**config.mk**
```make
export PLATFORM = sky130hd
export DESIGN_NAME = cam_pixel_capture
export DESIGN_NICKNAME = d
export VERILOG_FILES = /design/src/rtl/cam_pkg.sv /design/src/rtl/cam_sync_edge.sv /design/src/rtl/cam_pixel_capture.sv
export SDC_FILE = /design/constraint.sdc
export NUM_CORES = 1
export LEC_CHECK = 0
export ABC_AREA = 0
export CAP_MARGIN = 10
export CELL_PAD_IN_SITES_DETAIL_PLACEMENT = 0
export CELL_PAD_IN_SITES_GLOBAL_PLACEMENT = 1
export CORE_ASPECT_RATIO = 1.1
export CORE_MARGIN = 4
export CORE_UTILIZATION = 42
export DETAILED_ROUTE_END_ITERATION = 10
export PLACE_DENSITY = 0.89
export REMOVE_ABC_BUFFERS = 1
export SYNTH_ARGS = -nofsm -noshare
export SYNTH_HDL_FRONTEND = slang
export SYNTH_SLANG_ARGS = --single-unit
```
**constraint.sdc**
```tcl
create_clock -name clk -period 2.2 [get_ports clk]
set_clock_uncertainty 0.1 [all_clocks]
set_input_delay 0.44 -clock clk [delete_from_list [all_inputs] [get_ports clk]]
set_output_delay 0.44 -clock clk [all_outputs]
set_load 0.03 [all_outputs]
```
**src/rtl/cam_pkg.sv**
```systemverilog
// Shared definitions for the OV7670 pixel capture path.
//   H_ACTIVE_DEF / V_ACTIVE_DEF : default VGA frame geometry
//   cap_state_t                 : capture FSM states
//   ERR_OVF / ERR_ODD           : bit positions inside the sticky err vector
//   PIX_* slices, rgb565_t      : RGB565 word layout (first camera byte is the high byte)
package cam_pkg;

  localparam int unsigned H_ACTIVE_DEF = 640;
  localparam int unsigned V_ACTIVE_DEF = 480;

  typedef enum logic [1:0] {
    IDLE    = 2'd0,
    WAIT_VS = 2'd1,
    FRAME   = 2'd2
  } cap_state_t;

  localparam int unsigned ERR_OVF = 0;
  localparam int unsigned ERR_ODD = 1;

  localparam int unsigned PIX_HI_MSB = 15;
  localparam int unsigned PIX_HI_LSB = 8;
  localparam int unsigned PIX_LO_MSB = 7;
  localparam int unsigned PIX_LO_LSB = 0;

  typedef struct packed {
    logic [4:0] r;
    logic [5:0] g;
    logic [4:0] b;
  } rgb565_t;

  function automatic logic [15:0] rgb565_pack(input logic [7:0] hi, input logic [7:0] lo);
    logic [15:0] word;
    word = '0;
    word[PIX_HI_MSB:PIX_HI_LSB] = hi;
    word[PIX_LO_MSB:PIX_LO_LSB] = lo;
    return word;
  endfunction

endpackage

```
**src/rtl/cam_sync_edge.sv**
```systemverilog
// Multi-flop synchroniser with registered rise/fall detection.
// Every bit of the bundle goes through the same depth, so related camera signals stay aligned.
// Ports:
//   clk, rst_n : system clock, synchronous active-low reset
//   din_i      : asynchronous input bundle
//   level_o    : synchronised level, aligned with rise_o/fall_o
//   rise_o     : one-cycle pulse when the synchronised bit went 0 -> 1
//   fall_o     : one-cycle pulse when the synchronised bit went 1 -> 0
module cam_sync_edge #(
  parameter int unsigned WIDTH  = 11,
  parameter int unsigned STAGES = 2
) (
  input  logic             clk,
  input  logic             rst_n,
  input  logic [WIDTH-1:0] din_i,
  output logic [WIDTH-1:0] level_o,
  output logic [WIDTH-1:0] rise_o,
  output logic [WIDTH-1:0] fall_o
);

  if (STAGES < 2) begin : gen_depth_check
    $error("cam_sync_edge: STAGES must be at least 2");
  end

  logic [WIDTH-1:0] sync_q [STAGES];
  logic [WIDTH-1:0] prev_q;
  logic [WIDTH-1:0] rise_q;
  logic [WIDTH-1:0] fall_q;

  always_ff @(posedge clk) begin
    if (!rst_n) begin
      for (int i = 0; i < STAGES; i++) sync_q[i] <= '0;
      prev_q <= '0;
      rise_q <= '0;
      fall_q <= '0;
    end else begin
      sync_q[0] <= din_i;
      for (int i = 1; i < STAGES; i++) sync_q[i] <= sync_q[i-1];
      rise_q <= sync_q[STAGES-1] & ~prev_q;
      fall_q <= ~sync_q[STAGES-1] & prev_q;
      prev_q <= sync_q[STAGES-1];
    end
  end

  // prev_q holds the same sample the edge flags were computed from.
  assign level_o = prev_q;
  assign rise_o  = rise_q;
  assign fall_o  = fall_q;

endmodule

```
**src/rtl/cam_pixel_capture.sv**
```systemverilog
// OV7670 pixel capture: oversamples Pclk/Href/Vsync/data in the clk domain, pairs bytes into
// RGB565 pixels and emits one frame-buffer write per pixel with linear address and x/y.
// Optional build macro CAP_DECIMATE2_EN: 2x2 decimation (only even x on even y written,
// decimated coordinates and address).
// Ports:
//   clk, rst_n                : system clock (>= 4x Pclk), synchronous active-low reset
//   cap_en                    : arm capture, sampled at the Vsync fall
//   cam_pclk/href/vsync/data  : asynchronous camera bus
//   pix_valid                 : one-cycle write strobe qualifying pix_data/addr/x/y
//   frame_start, frame_done   : one-cycle frame pulses
//   busy                      : high while capturing a frame
//   err                       : sticky [0] overflow, [1] odd byte count; cleared at frame_start
module cam_pixel_capture
  import cam_pkg::*;
#(
  parameter int unsigned H_ACTIVE    = H_ACTIVE_DEF,
  parameter int unsigned V_ACTIVE    = V_ACTIVE_DEF,
  parameter int unsigned ADDR_W      = 19,
  parameter int unsigned SYNC_STAGES = 2
) (
  input  logic              clk,
  input  logic              rst_n,
  input  logic              cap_en,
  input  logic              cam_pclk,
  input  logic              cam_href,
  input  logic              cam_vsync,
  input  logic [7:0]        cam_data,
  output logic              pix_valid,
  output logic [15:0]       pix_data,
  output logic [ADDR_W-1:0] pix_addr,
  output logic [9:0]        pix_x,
  output logic [8:0]        pix_y,
  output logic              frame_start,
  output logic              frame_done,
  output logic              busy,
  output logic [1:0]        err
);

  localparam logic [9:0] XLim = 10'(H_ACTIVE);
  localparam logic [8:0] YLim = 9'(V_ACTIVE);
`ifdef CAP_DECIMATE2_EN
  localparam logic [ADDR_W-1:0] LineStep = ADDR_W'(H_ACTIVE / 2);
`else
  localparam logic [ADDR_W-1:0] LineStep = ADDR_W'(H_ACTIVE);
`endif

  // Bundle layout: [10] pclk, [9] href, [8] vsync, [7:0] data.
  logic [10:0] lvl, rise, fall;

  cam_sync_edge #(
    .WIDTH  (11),
    .STAGES (SYNC_STAGES)
  ) u_sync (
    .clk     (clk),
    .rst_n   (rst_n),
    .din_i   ({cam_pclk, cam_href, cam_vsync, cam_data}),
    .level_o (lvl),
    .rise_o  (rise),
    .fall_o  (fall)
  );

  logic       pclk_rise, href_lvl, href_fall, vs_rise, vs_fall;
  logic [7:0] cam_byte;
  logic       unused_edges;
  assign pclk_rise    = rise[10];
  assign href_lvl     = lvl[9];
  assign href_fall    = fall[9];
  assign vs_rise      = rise[8];
  assign vs_fall      = fall[8];
  assign cam_byte     = lvl[7:0];
  assign unused_edges = ^{rise[9], rise[7:0], fall[10], fall[7:0], lvl[10], lvl[8]};

  // Pairing stage: byte phase, completed pixel and events delayed to line up with it.
  logic        phase_q, phase_d, pend_q, pend_d, odd_q, odd_d;
  logic [7:0]  hi_q, hi_d;
  logic [15:0] word_q, word_d;
  logic        hfall_q, vrise_q, vfall_q;

  // Write stage: FSM, counters and registered outputs.
  cap_state_t        state_q, state_d;
  logic [9:0]        x_q, x_d, pix_x_q, pix_x_d;
  logic [8:0]        y_q, y_d, pix_y_q, pix_y_d;
  logic [ADDR_W-1:0] base_q, base_d, pix_addr_q, pix_addr_d;
  logic              line_pix_q, line_pix_d, done_defer_q, done_defer_d;
  logic [1:0]        err_q, err_d;
  logic              pix_valid_q, pix_valid_d, fstart_q, fstart_d, fdone_q, fdone_d;
  logic [15:0]       pix_data_q, pix_data_d;

  always_comb begin
    phase_d = phase_q;
    hi_d    = hi_q;
    word_d  = word_q;
    pend_d  = 1'b0;
    odd_d   = 1'b0;
    if (state_q == FRAME) begin
      // A byte coinciding with the Href fall still belongs to the line.
      if (pclk_rise && (href_lvl || href_fall)) begin
        if (!phase_q) begin
          hi_d    = cam_byte;
          phase_d = 1'b1;
        end else begin
          word_d  = rgb565_pack(hi_q, cam_byte);
          pend_d  = 1'b1;
          phase_d = 1'b0;
        end
      end
      if (href_fall) begin
        odd_d   = phase_d;
        phase_d = 1'b0;
      end
    end else begin
      phase_d = 1'b0;
    end
  end

  always_comb begin
    state_d      = state_q;
    x_d          = x_q;
    y_d          = y_q;
    base_d       = base_q;
    line_pix_d   = line_pix_q;
    err_d        = err_q;
    done_defer_d = 1'b0;
    pix_valid_d  = 1'b0;
    pix_data_d   = pix_data_q;
    pix_addr_d   = pix_addr_q;
    pix_x_d      = pix_x_q;
    pix_y_d      = pix_y_q;
    fstart_d     = 1'b0;
    fdone_d      = done_defer_q;
    unique case (state_q)
      IDLE: state_d = WAIT_VS;
      WAIT_VS: begin
        if (vfall_q && cap_en) begin
          state_d    = FRAME;
          fstart_d   = 1'b1;
          err_d      = '0;
          x_d        = '0;
          y_d        = '0;
          base_d     = '0;
          line_pix_d = 1'b0;
        end
      end
      FRAME: begin
        // Pending pixel is handled before line-end and frame-end processing.
        if (pend_q) begin
          line_pix_d = 1'b1;
          if ((x_q < XLim) && (y_q < YLim)) begin
            x_d = x_q + 10'd1;
`ifdef CAP_DECIMATE2_EN
            if (!x_q[0] && !y_q[0]) begin
              pix_valid_d = 1'b1;
              pix_data_d  = word_q;
              pix_x_d     = {1'b0, x_q[9:1]};
              pix_y_d     = {1'b0, y_q[8:1]};
              pix_addr_d  = base_q + ADDR_W'(x_q[9:1]);
            end
`else
            pix_valid_d = 1'b1;
            pix_data_d  = word_q;
            pix_x_d     = x_q;
            pix_y_d     = y_q;
            pix_addr_d  = base_q + ADDR_W'(x_q);
`endif
          end else begin
            err_d[ERR_OVF] = 1'b1;
          end
        end
        if (odd_q) err_d[ERR_ODD] = 1'b1;
        if (hfall_q) begin
          x_d = '0;
          // Saturating y keeps the overflow check valid and the address in range.
          if (line_pix_d && (y_q < YLim)) begin
            y_d = y_q + 9'd1;
`ifdef CAP_DECIMATE2_EN
            if (y_q[0]) base_d = base_q + LineStep;
`else
            base_d = base_q + LineStep;
`endif
          end
          line_pix_d = 1'b0;
        end
        if (vrise_q) begin
          state_d = WAIT_VS;
          if (pend_q) done_defer_d = 1'b1;
          else        fdone_d      = 1'b1;
        end
      end
      default: state_d = IDLE;
    endcase
  end

  always_ff @(posedge clk) begin
    if (!rst_n) begin
      phase_q      <= 1'b0;
      hi_q         <= '0;
      word_q       <= '0;
      pend_q       <= 1'b0;
      odd_q        <= 1'b0;
      hfall_q      <= 1'b0;
      vrise_q      <= 1'b0;
      vfall_q      <= 1'b0;
      state_q      <= IDLE;
      x_q          <= '0;
      y_q          <= '0;
      base_q       <= '0;
      line_pix_q   <= 1'b0;
      err_q        <= '0;
      done_defer_q <= 1'b0;
      pix_valid_q  <= 1'b0;
      pix_data_q   <= '0;
      pix_addr_q   <= '0;
      pix_x_q      <= '0;
      pix_y_q      <= '0;
      fstart_q     <= 1'b0;
      fdone_q      <= 1'b0;
    end else begin
      phase_q      <= phase_d;
      hi_q         <= hi_d;
      word_q       <= word_d;
      pend_q       <= pend_d;
      odd_q        <= odd_d;
      hfall_q      <= href_fall;
      vrise_q      <= vs_rise;
      vfall_q      <= vs_fall;
      state_q      <= state_d;
      x_q          <= x_d;
      y_q          <= y_d;
      base_q       <= base_d;
      line_pix_q   <= line_pix_d;
      err_q        <= err_d;
      done_defer_q <= done_defer_d;
      pix_valid_q  <= pix_valid_d;
      pix_data_q   <= pix_data_d;
      pix_addr_q   <= pix_addr_d;
      pix_x_q      <= pix_x_d;
      pix_y_q      <= pix_y_d;
      fstart_q     <= fstart_d;
      fdone_q      <= fdone_d;
    end
  end

  assign pix_valid   = pix_valid_q;
  assign pix_data    = pix_data_q;
  assign pix_addr    = pix_addr_q;
  assign pix_x       = pix_x_q;
  assign pix_y       = pix_y_q;
  assign frame_start = fstart_q;
  assign frame_done  = fdone_q;
  assign busy        = (state_q == FRAME);
  assign err         = err_q;

endmodule

```
Word-level counts from Yosys, hierarchy flattened

Memory sizes are Yosys's and may differ from the RTL's.
Index checks and enable logic that the tools add are counted.

Register bits after elaboration: 163
Memory bits (writable): 22
Memories: 1

Add/subtract/negate cells: 4
$lt $le $gt $ge: 2
Eq/ne operators: 11
Muxes and demuxes: 39
Bitwise operators: 9
Reductions and logical operators: 22

Memory list:

| memory        | words | width | read ports | clocked after Yosys merged registers in | write ports | line                | RTL |
|---|---|---|---|---|---|---|---|
| u_sync.sync_q | 2     | 11    | 2          | 0                                       | 2           | cam_sync_edge.sv:25 | `logic [WIDTH-1:0] sync_q [STAGES];` |

Operator list:

| cell                                                              | number |
|---|---|
| 19-bit 2-to-1 mux                                                 | 3 |
| 10-bit 2-to-1 mux                                                 | 4 |
| 19-bit one-hot mux with 2 select lines                            | 1 |
| 9-bit 2-to-1 mux                                                  | 3 |
| 3-bit AND reduction                                               | 8 |
| 11-bit 2-to-1 mux                                                 | 2 |
| 10-bit one-hot mux with 2 select lines                            | 1 |
| 19-bit by 10-bit adder with 19-bit output                         | 1 |
| 19-bit by 10-bit adder with 19-bit output (second input constant) | 1 |
| 1-bit 2-to-1 mux                                                  | 18 |
| 9-bit one-hot mux with 2 select lines                             | 1 |
| 4-bit AND reduction                                               | 3 |
| 11-bit AND                                                        | 1 |
| 11-bit NOT                                                        | 1 |
| 10-bit by 1-bit adder with 10-bit output (second input constant)  | 1 |
| 10-bit AND                                                        | 1 |
| 10-bit < comparator (second input constant)                       | 1 |
| 2-bit by 1-bit != test with 1-bit output (second input constant)  | 5 |
| 10-bit NOT                                                        | 1 |
| 9-bit by 1-bit adder with 9-bit output (second input constant)    | 1 |
| 9-bit < comparator (second input constant)                        | 1 |
| 2-bit 2-to-1 mux                                                  | 3 |
| 3-bit by 1-bit != test with 1-bit output (second input constant)  | 2 |
| 2-bit one-hot mux with 3 select lines                             | 1 |
| 13 further kinds                                                  | 22 |

Longest topological paths before layout

Gate-level depths: netlist (run 1).

Depth after elaboration: 6
Gate-level depth with buffers: 8
Gate-level depth less buffers: 5

Modules after synthesis

Synthesis (run 1) repeated with hierarchy kept, for this count alone.

Cells, all modules: 695
Area, all modules: 6590.1 µm²

By module, submodules not included:

| module            | instances | cells an instance | area an instance (µm²) | seq. area each (µm²) |
|---|---|---|---|---|
| cam_pixel_capture | 1         | 580               | 5046.1                 | 2442.3 |
| cam_sync_edge     | 1         | 115               | 1544.0                 | 1101.1 |

Least setup slack after synthesis (run 1)

Ideal clock, no wire load.

Path kind: reg2reg
Start: register state_q[0]
End: register word_q[0]
Setup time: 0.128 ns
Arrival time: 1.629 ns
Required time: 1.972 ns
Setup slack: 0.343 ns
Cell stages (with the launch flop): 9
Path through: dfxtp_1 > nand2b_1 > inv_1 > buf_2 > o2111ai_1 > buf_2 > buf_4 > mux2i_1 > nor2_1

Longest elaborated chain between the ends: 2

Ends and longest elaborated chain:

| item                          | line                     | RTL |
|---|---|---|
| from (decl)                   | cam_pixel_capture.sv:80  | `cap_state_t state_q, state_d;` |
| from (signal assigned)        | cam_pixel_capture.sv:226 | `state_q <= state_d;` |
| 2-bit == test                 | -                        |  |
| named net busy                | cam_pixel_capture.sv:35  | `output logic busy,` |
| 3-bit AND reduction (no line) | -                        |  |
| to (signal assigned)          | cam_pixel_capture.sv:220 | `word_q <= word_d;` |
| to (decl)                     | cam_pixel_capture.sv:76  | `logic [15:0] word_q, word_d;` |

The timed path passes the listed nets, and every way through them passes these cells.
A chain may end at the register's enable or synchronous reset.

Worst setup path in the final report (run 1)

Start: register state_q[0]
End: register base_q[15]

Longest elaborated chain between the ends: 3

Ends and longest elaborated chain:

| item                                                                       | line                     | RTL |
|---|---|---|
| 2-bit == test or 2-bit by 1-bit == test with 1-bit output (tied branches)  | cam_pixel_capture.sv:131 | `unique case (state_q)` |
| 2-bit by 1-bit != test with 1-bit output (no line) (tied with other cells) | -                        |  |
| 4-bit AND reduction (no line)                                              | -                        |  |
| to (signal assigned)                                                       | cam_pixel_capture.sv:229 | `base_q <= base_d;` |
| to (decl)                                                                  | cam_pixel_capture.sv:83  | `logic [ADDR_W-1:0] base_q, base_d, pix_addr_q, pix_addr_d;` |

Parallel ways exist; a longest one is shown, timed or not.

==> run metrics, run 1 <==
RSZ-0062 raised after global routing=false; element type at the critical path end=flip-flop; total routing resource utilization after global routing=0.1749; setup violation total in the final timing report=0; number of buffer cells added on primary ports=73; run status=finished, final reports clean; maximum vdd drop=about 500 uV; WL/cell=14.50 um; area of the placeable core=roughly 14000 sq um; beginning of the worst register-to-register path=state_q[0]; final cycle utilization of the critical path=0.9420; slew at the pin closest to its max-slew limit=766.7 ps; Sink Count=160; ant diodes=0; number of nets in the layout=760; total DRC errors in the routed layout=0; pwr dens=778.1 nW/um^2; signed area change from the synthesized netlist to the final layout=28.28%; IO Pins=74; grt total ovfl=0; routed via count divided by cell count=5.243; routed wire length=13630 um; number of synthesized register bits=160; CTS root buffer=clkbuf_16; Worst Path Class, Setup=flip-flop to flip-flop; clock latency on the worst-skew pair=430 ps; maximum number of pins on one net before global-route repair=39; Detailed Route Iter0 Violations=292; highest fanout seen on the critical path=17; number of hold-repair buffers added at the cts stage=0; post-layout total power=5.970 mW; Starting Density=0.4300; final period demand of the worst path=about 2100 ps; detailed placement HPWL=9513 um; number of standard-cell rows in the floorplan=45; routed length on met1=5848 um; antenna violations before repair=0; number of flops mapped to enable cells by yosys=0; met3 WL post-DR=579 um; Fill cells=1260; Post-Synthesis Mean Instance Area=between 9 and 10 sq um; H-tree level count=4; Critical path origin=state_q[0]; layout cell share with drive strength beyond 1=0.1037; die area=16220 sq um; Synth Warn #=0; # Max-Cap Violations=0; die width=121.8 um; clock edge transition at the registers on the reported setup and hold paths=60 ps; number of buffers added by the clock tree synthesis step=17; share of flip-flops with an asynchronous set or reset=0; remaining max-slew budget at the tightest pin=0.4886; length of the first detailed-routing pass in iterations=5; CP arrival=about 2300 ps; commonest register cell after synthesis=dfxtp_1; number of pins exceeding their max-slew limit in the final report=0; TritonCTS clock tree=built; instance count after placement with tap cells included=908; max frequency=482.5 MHz; worst path required time=2450 ps; met2 wire len=6906 um; class of the tightest hold or removal check=flip-flop to flip-flop; Bufs on Longest Clock Path=2; via count of the first global-routing pass=4708; post-synth cell types=49; leak pwr=2.827 nW; top routing layer in use=met4; non-filler cells, final=940; share of the yosys chip area belonging to registers=0.5356; post-synth design cell area=roughly 6000 sq um; total via count in the routed design=4928; routability-driven placement congestion ratio=0.8373; remaining number of nets flagged by the antenna check after routing=0; type of origin of the critical path=flip-flop; Mapped Cells=653; first-pass GRT wire length=22840 um; Final Hold Fails=0; min-delay src=u_sync.level_o[10]; Die Span Y=133.2 um
-- cell families after synthesis --
logic type / share of synthesized area
xor+xnor: 0.01465
flops: 0.5356
other cells: 0.0006270
mux: 0.04519
buf+inv: 0.03285
fa+ha+maj: 0.01464
simple gates: 0.2182
compound gates: 0.1383
-- critical path, cell delays in order (launching register included) --
cell	delay, ps
dfxtp_1	460
nand2b_1	170
inv_1	150
o21a_2	270
buf_4	200
or4_1	490
a21oi_1	160
-- layout by cell type, fill, tap and decap left out, types with 4 or more instances in the layout --
cell type,synthesis,final
dfxtp_1,160,160
nand2_1,98,98
clkdlybuf4s50_1,0,72
a21oi_1,70,70
nor2_1,49,49
and2_1,38,38
buf_4,2,31
mux2i_1,27,27
o21ai_0,23,23
o31ai_1,17,17
or4_1,17,17
clkbuf_16,0,17
nand3_1,13,12
or3_1,12,12
nand4_1,8,8
inv_1,8,7
a31oi_1,7,7
xor2_1,7,7
ha_1,7,7
a211oi_1,5,5
clkinv_4,0,4
-- metrics by stage --
stage	instance area [sq um]	hold slack, ps	setup TNS, ps	setup slack (ps)	utilization
after detailed placement	7066	279.2	-941.1	-114.7	0.5081
after global routing	7672	299.8	0	24.79	0.5517
after floorplan	5814	267.4	-6651	-335.6	-
after CTS	7661	287.8	0	14.56	0.5509
final	7672	285.7	0	127.7	0.5517
after global placement	7066	275.0	-270.8	-85.59	0.5081
-- area by class of cell --
class | instances | area (sq um) | share of cell area
timing repair buffer | 106 | 998.5 | 0.1301
clock buffer | 19 | 442.9 | 0.05773
sequential | 160 | 3203 | 0.4175
multi-input combinational | 446 | 2610 | 0.3402
tap | 188 | 235.2 | 0.03066
inverter | 8 | 30.03 | 0.003914
clock inverter | 13 | 152.6 | 0.01990
-- power breakdown --
group	switching (mW)	internal, mW	total, mW
clock	1.20	1.72	2.93
sequential	0.0108	2.92	2.93
combinational	0.0611	0.0479	0.109
-- synthesized netlist by cell type (all sizes together), types with 8 or more instances --
cell type  number  area (sq um)
or4            20         156.4
and2           38         237.7
clkbuf         24         90.09
a21oi          70         350.3
dfxtp         160          3203
nand3          13         65.06
mux2i          27         270.3
nor2           49         183.9
inv             8         30.03
buf            15         76.32
nand2          98         367.9
o31ai          17         127.6
o21ai          25         125.1
or3            13         82.58
nand4           9         62.56
-- what timing repair did --
item	CTS	global route
endpoints found under the hold margin	0	0
buffers inserted	0	0
setup endpoints to repair	1	28
cloned	0	0
resized for setup	2	4
-- state kept, by name, summed over array words and instances (netlist names), 2 cells and up --
register / cells
hi_q: 8
x_q: 10
u_sync.sync_q: 22
err: 2
u_sync.fall_o: 2
u_sync.rise_o: 2
pix_addr: 18
word_q: 16
pix_y: 9
base_q: 12
pix_data: 16
u_sync.level_o: 11
y_q: 9
pix_x: 10
state_q: 2
-- path summary, 6_finish.rpt --
| path | end | cells past startpoint | slack [ps] |
|---|---|---|---|
| hold / removal | u_sync.rise_o[10] | 1 | 290 |
| hold reg to reg | u_sync.rise_o[10] | 1 | 290 |
| setup reg to reg | base_q[15] | 6 | 130 |
| setup / recovery | base_q[15] | 6 | 130 |
-- routing by layer --
metal,global-route usage,vias to the layer above
met5,0,-
met4,0.07098,0
met3,0.04628,21
met1,0.2124,2346
met2,0.2933,113
li1,-,2448
Note: power is estimated with default switching activity, not from simulation.
==> run 2, diff against run 1 <==
--- a/config.mk
+++ b/config.mk
@@ -6,11 +6,11 @@
 export NUM_CORES = 1
 export LEC_CHECK = 0
 export ABC_AREA = 0
-export CAP_MARGIN = 10
+export CAP_MARGIN = 20
 export CELL_PAD_IN_SITES_DETAIL_PLACEMENT = 0
 export CELL_PAD_IN_SITES_GLOBAL_PLACEMENT = 1
 export CORE_ASPECT_RATIO = 1.1
-export CORE_MARGIN = 4
+export CORE_MARGIN = 5
 export CORE_UTILIZATION = 42
 export DETAILED_ROUTE_END_ITERATION = 10
 export PLACE_DENSITY = 0.89
==> run 2 against run 1 <==
Cell count down 0.43%; global-route usage is 1.3 points lower; hold slack better by 2.9 ps; first-iteration DRC count shrank 2.4%.
==> run metrics, run 2 (synthesized netlist as in run 1, its figures left out) <==
Comb power frac=0.018; setup violation total in the final timing report=0; detailed placement HPWL=between 9000 and 10000 um; remaining number of nets flagged by the antenna check after routing=0; flip-flop count of the largest register, all copies and words added=22; number of buffer cells added on primary ports=73; clock share of power=0.480; non-filler cells, final=between 900 and 1000; count of buffer and inverter cells on the critical path=1; Final Hold Fails=0; remaining max-slew budget at the tightest pin=0.5993; minimum setup slack in the final design=146.2 ps; grt total ovfl=0; TritonCTS clock tree=built; type of origin of the critical path=flip-flop; routability-driven placement congestion ratio=~0.85; # Max-Cap Violations=0; run status=finished, final reports clean; IO Pins=74; Bufs on Longest Clock Path=2; number of buffers added by the clock tree synthesis step=17; layout cell share with drive strength beyond 1=0.09893; length of the first detailed-routing pass in iterations=4; signed area change from the synthesized netlist to the final layout=27.24%; delay of the slowest cell on the worst path=510 ps; final period demand of the worst path=2054 ps; CP top delay family=simple AND/OR/NAND/NOR gates; post-layout total power=5.847 mW; WL/cell=13.88 um; Internal Pwr Total=4.572 mW; total via count in the routed design=4769; routed wire length=between 10000 and 15000 um; final cycle utilization of the critical path=0.9335; total DRC errors in the routed layout=0; maximum number of pins on one net before global-route repair=67; H-tree level count=4; Starting Density=0.4300; max frequency=486.9 MHz; number of nets in the layout=roughly 760; area of the placeable core=approximately 14000 sq um; number of standard-cell rows in the floorplan=45; largest register by flop count=u_sync.sync_q; total routing resource utilization after global routing=0.1623; worst slack at placement=-104.5 ps; net switching fraction of the power=0.2181; Detailed Route Iter0 Violations=between 200 and 300; post-route worst hold slack=288.5 ps; element type at the critical path end=flip-flop; Die Span Y=about 140 um; leading cell type in the layout, fill and taps excluded=dfxtp_1; routed via count divided by cell count=5.095; first-pass GRT wire length=about 22000 um; number of hold-repair buffers added at the cts stage=0; crit path cell chain=and4_1, o21a_1, buf_4, or4_1, a21oi_1; die area=16730 sq um; antenna violations before repair=0; die width=123.8 um; leak pwr=2.798 nW; worst path required time=between 2000 and 2500 ps; Worst Path Class, Setup=flip-flop to flip-flop; slew at the pin closest to its max-slew limit=601.1 ps; Sink Count=160; highest fanout seen on the critical path=14; leading cell types in the layout, fill and taps excluded=160 x dfxtp_1, 98 x nand2_1, 72 x clkdlybuf4s50_1; Fill cells=between 1000 and 1500; Sw Pwr=1.276 mW; clock latency on the worst-skew pair=420 ps; CTS root buffer=clkbuf_16; class of the tightest hold or removal check=flip-flop to flip-flop; clock edge transition at the registers on the reported setup and hold paths=70 ps; Max stage delay cell, worst path=or4_1; RSZ-0062 raised after global routing=false; pwr dens=slightly below 800 nW/um^2; number of pins exceeding their max-slew limit in the final report=0; ant diodes=0; proportion of power drawn by flip-flops and latches=0.502; via count of the first global-routing pass=4596; instance count after placement with tap cells included=905; maximum vdd drop=687.9 uV; CP arrival=between 2000 and 2500 ps
-- run 2: cell count changes in the layout (fill, tap and decap cells not counted), sizes merged --
cell      delta
buf          -2
clkbuf       -2
bufinv       -1
clkinv       -2
inv          +2
clkinvlp     +1
-- run 2: timing repair --
| action | in CTS | in global routing |
|---|---|---|
| gates resized for setup | 0 | 1 |
| setup buffers | 0 | 0 |
| setup endpoints to repair | 0 | 5 |
-- run 2: power by group through the flow --
stage / sequential (mW) / clock [mW] / combinational [mW]
floorplan: 3.00 / 0 / 0.0453
global placement: 3.00 / 0 / 0.104
detailed placement: 3.00 / 0 / 0.106
CTS: 2.93 / 2.86 / 0.106
global route: 2.94 / 2.99 / 0.117
finish: 2.93 / 2.81 / 0.105
-- run 2: path summary, 6_finish.rpt --
check	start	to	slack [ps]	depth (start not counted)
setup reg to reg	y_q[6]	base_q[17]	150	5
hold / removal	u_sync.level_o[10]	u_sync.rise_o[10]	290	1
hold reg to reg	u_sync.level_o[10]	u_sync.rise_o[10]	290	1
setup / recovery	y_q[6]	base_q[17]	150	5
-- run 2: per-stage QoR --
| stage | instance area [sq um] | TNS (ps) | util |
|---|---|---|---|
| finish | 7610 | 0 | 0.5472 |
| global route | 7610 | 0 | 0.5472 |
| CTS | 7606 | 0 | 0.5469 |
| detailed placement | 7041 | -1295 | 0.5063 |
| global placement | 7041 | -154.6 | 0.5063 |
| floorplan | 5814 | -6651 | - |
-- run 2: per-layer routing --
layer / share of wire / vias to the layer above / GRT usage
li1: - / 2452 / -
met1: 0.45 / 2216 / 0.1971
met2: 0.50 / 85 / 0.2738
met3: 0.038 / 16 / 0.04177
met4: 0.016 / 0 / 0.06215
met5: 0 / - / 0
-- run 2: area by class of cell --
class | count | area [sq um] | share of cell area
Timing Repair Buffer | 103 | 978.4 | 0.1286
Sequential cell | 160 | 3203 | 0.4209
Tap cell | 188 | 235.2 | 0.03091
Inverter | 8 | 30.03 | 0.003946
Multi-Input combinational cell | 446 | 2597 | 0.3413
Clock buffer | 18 | 439.2 | 0.05771
Clock inverter | 13 | 126.4 | 0.01661
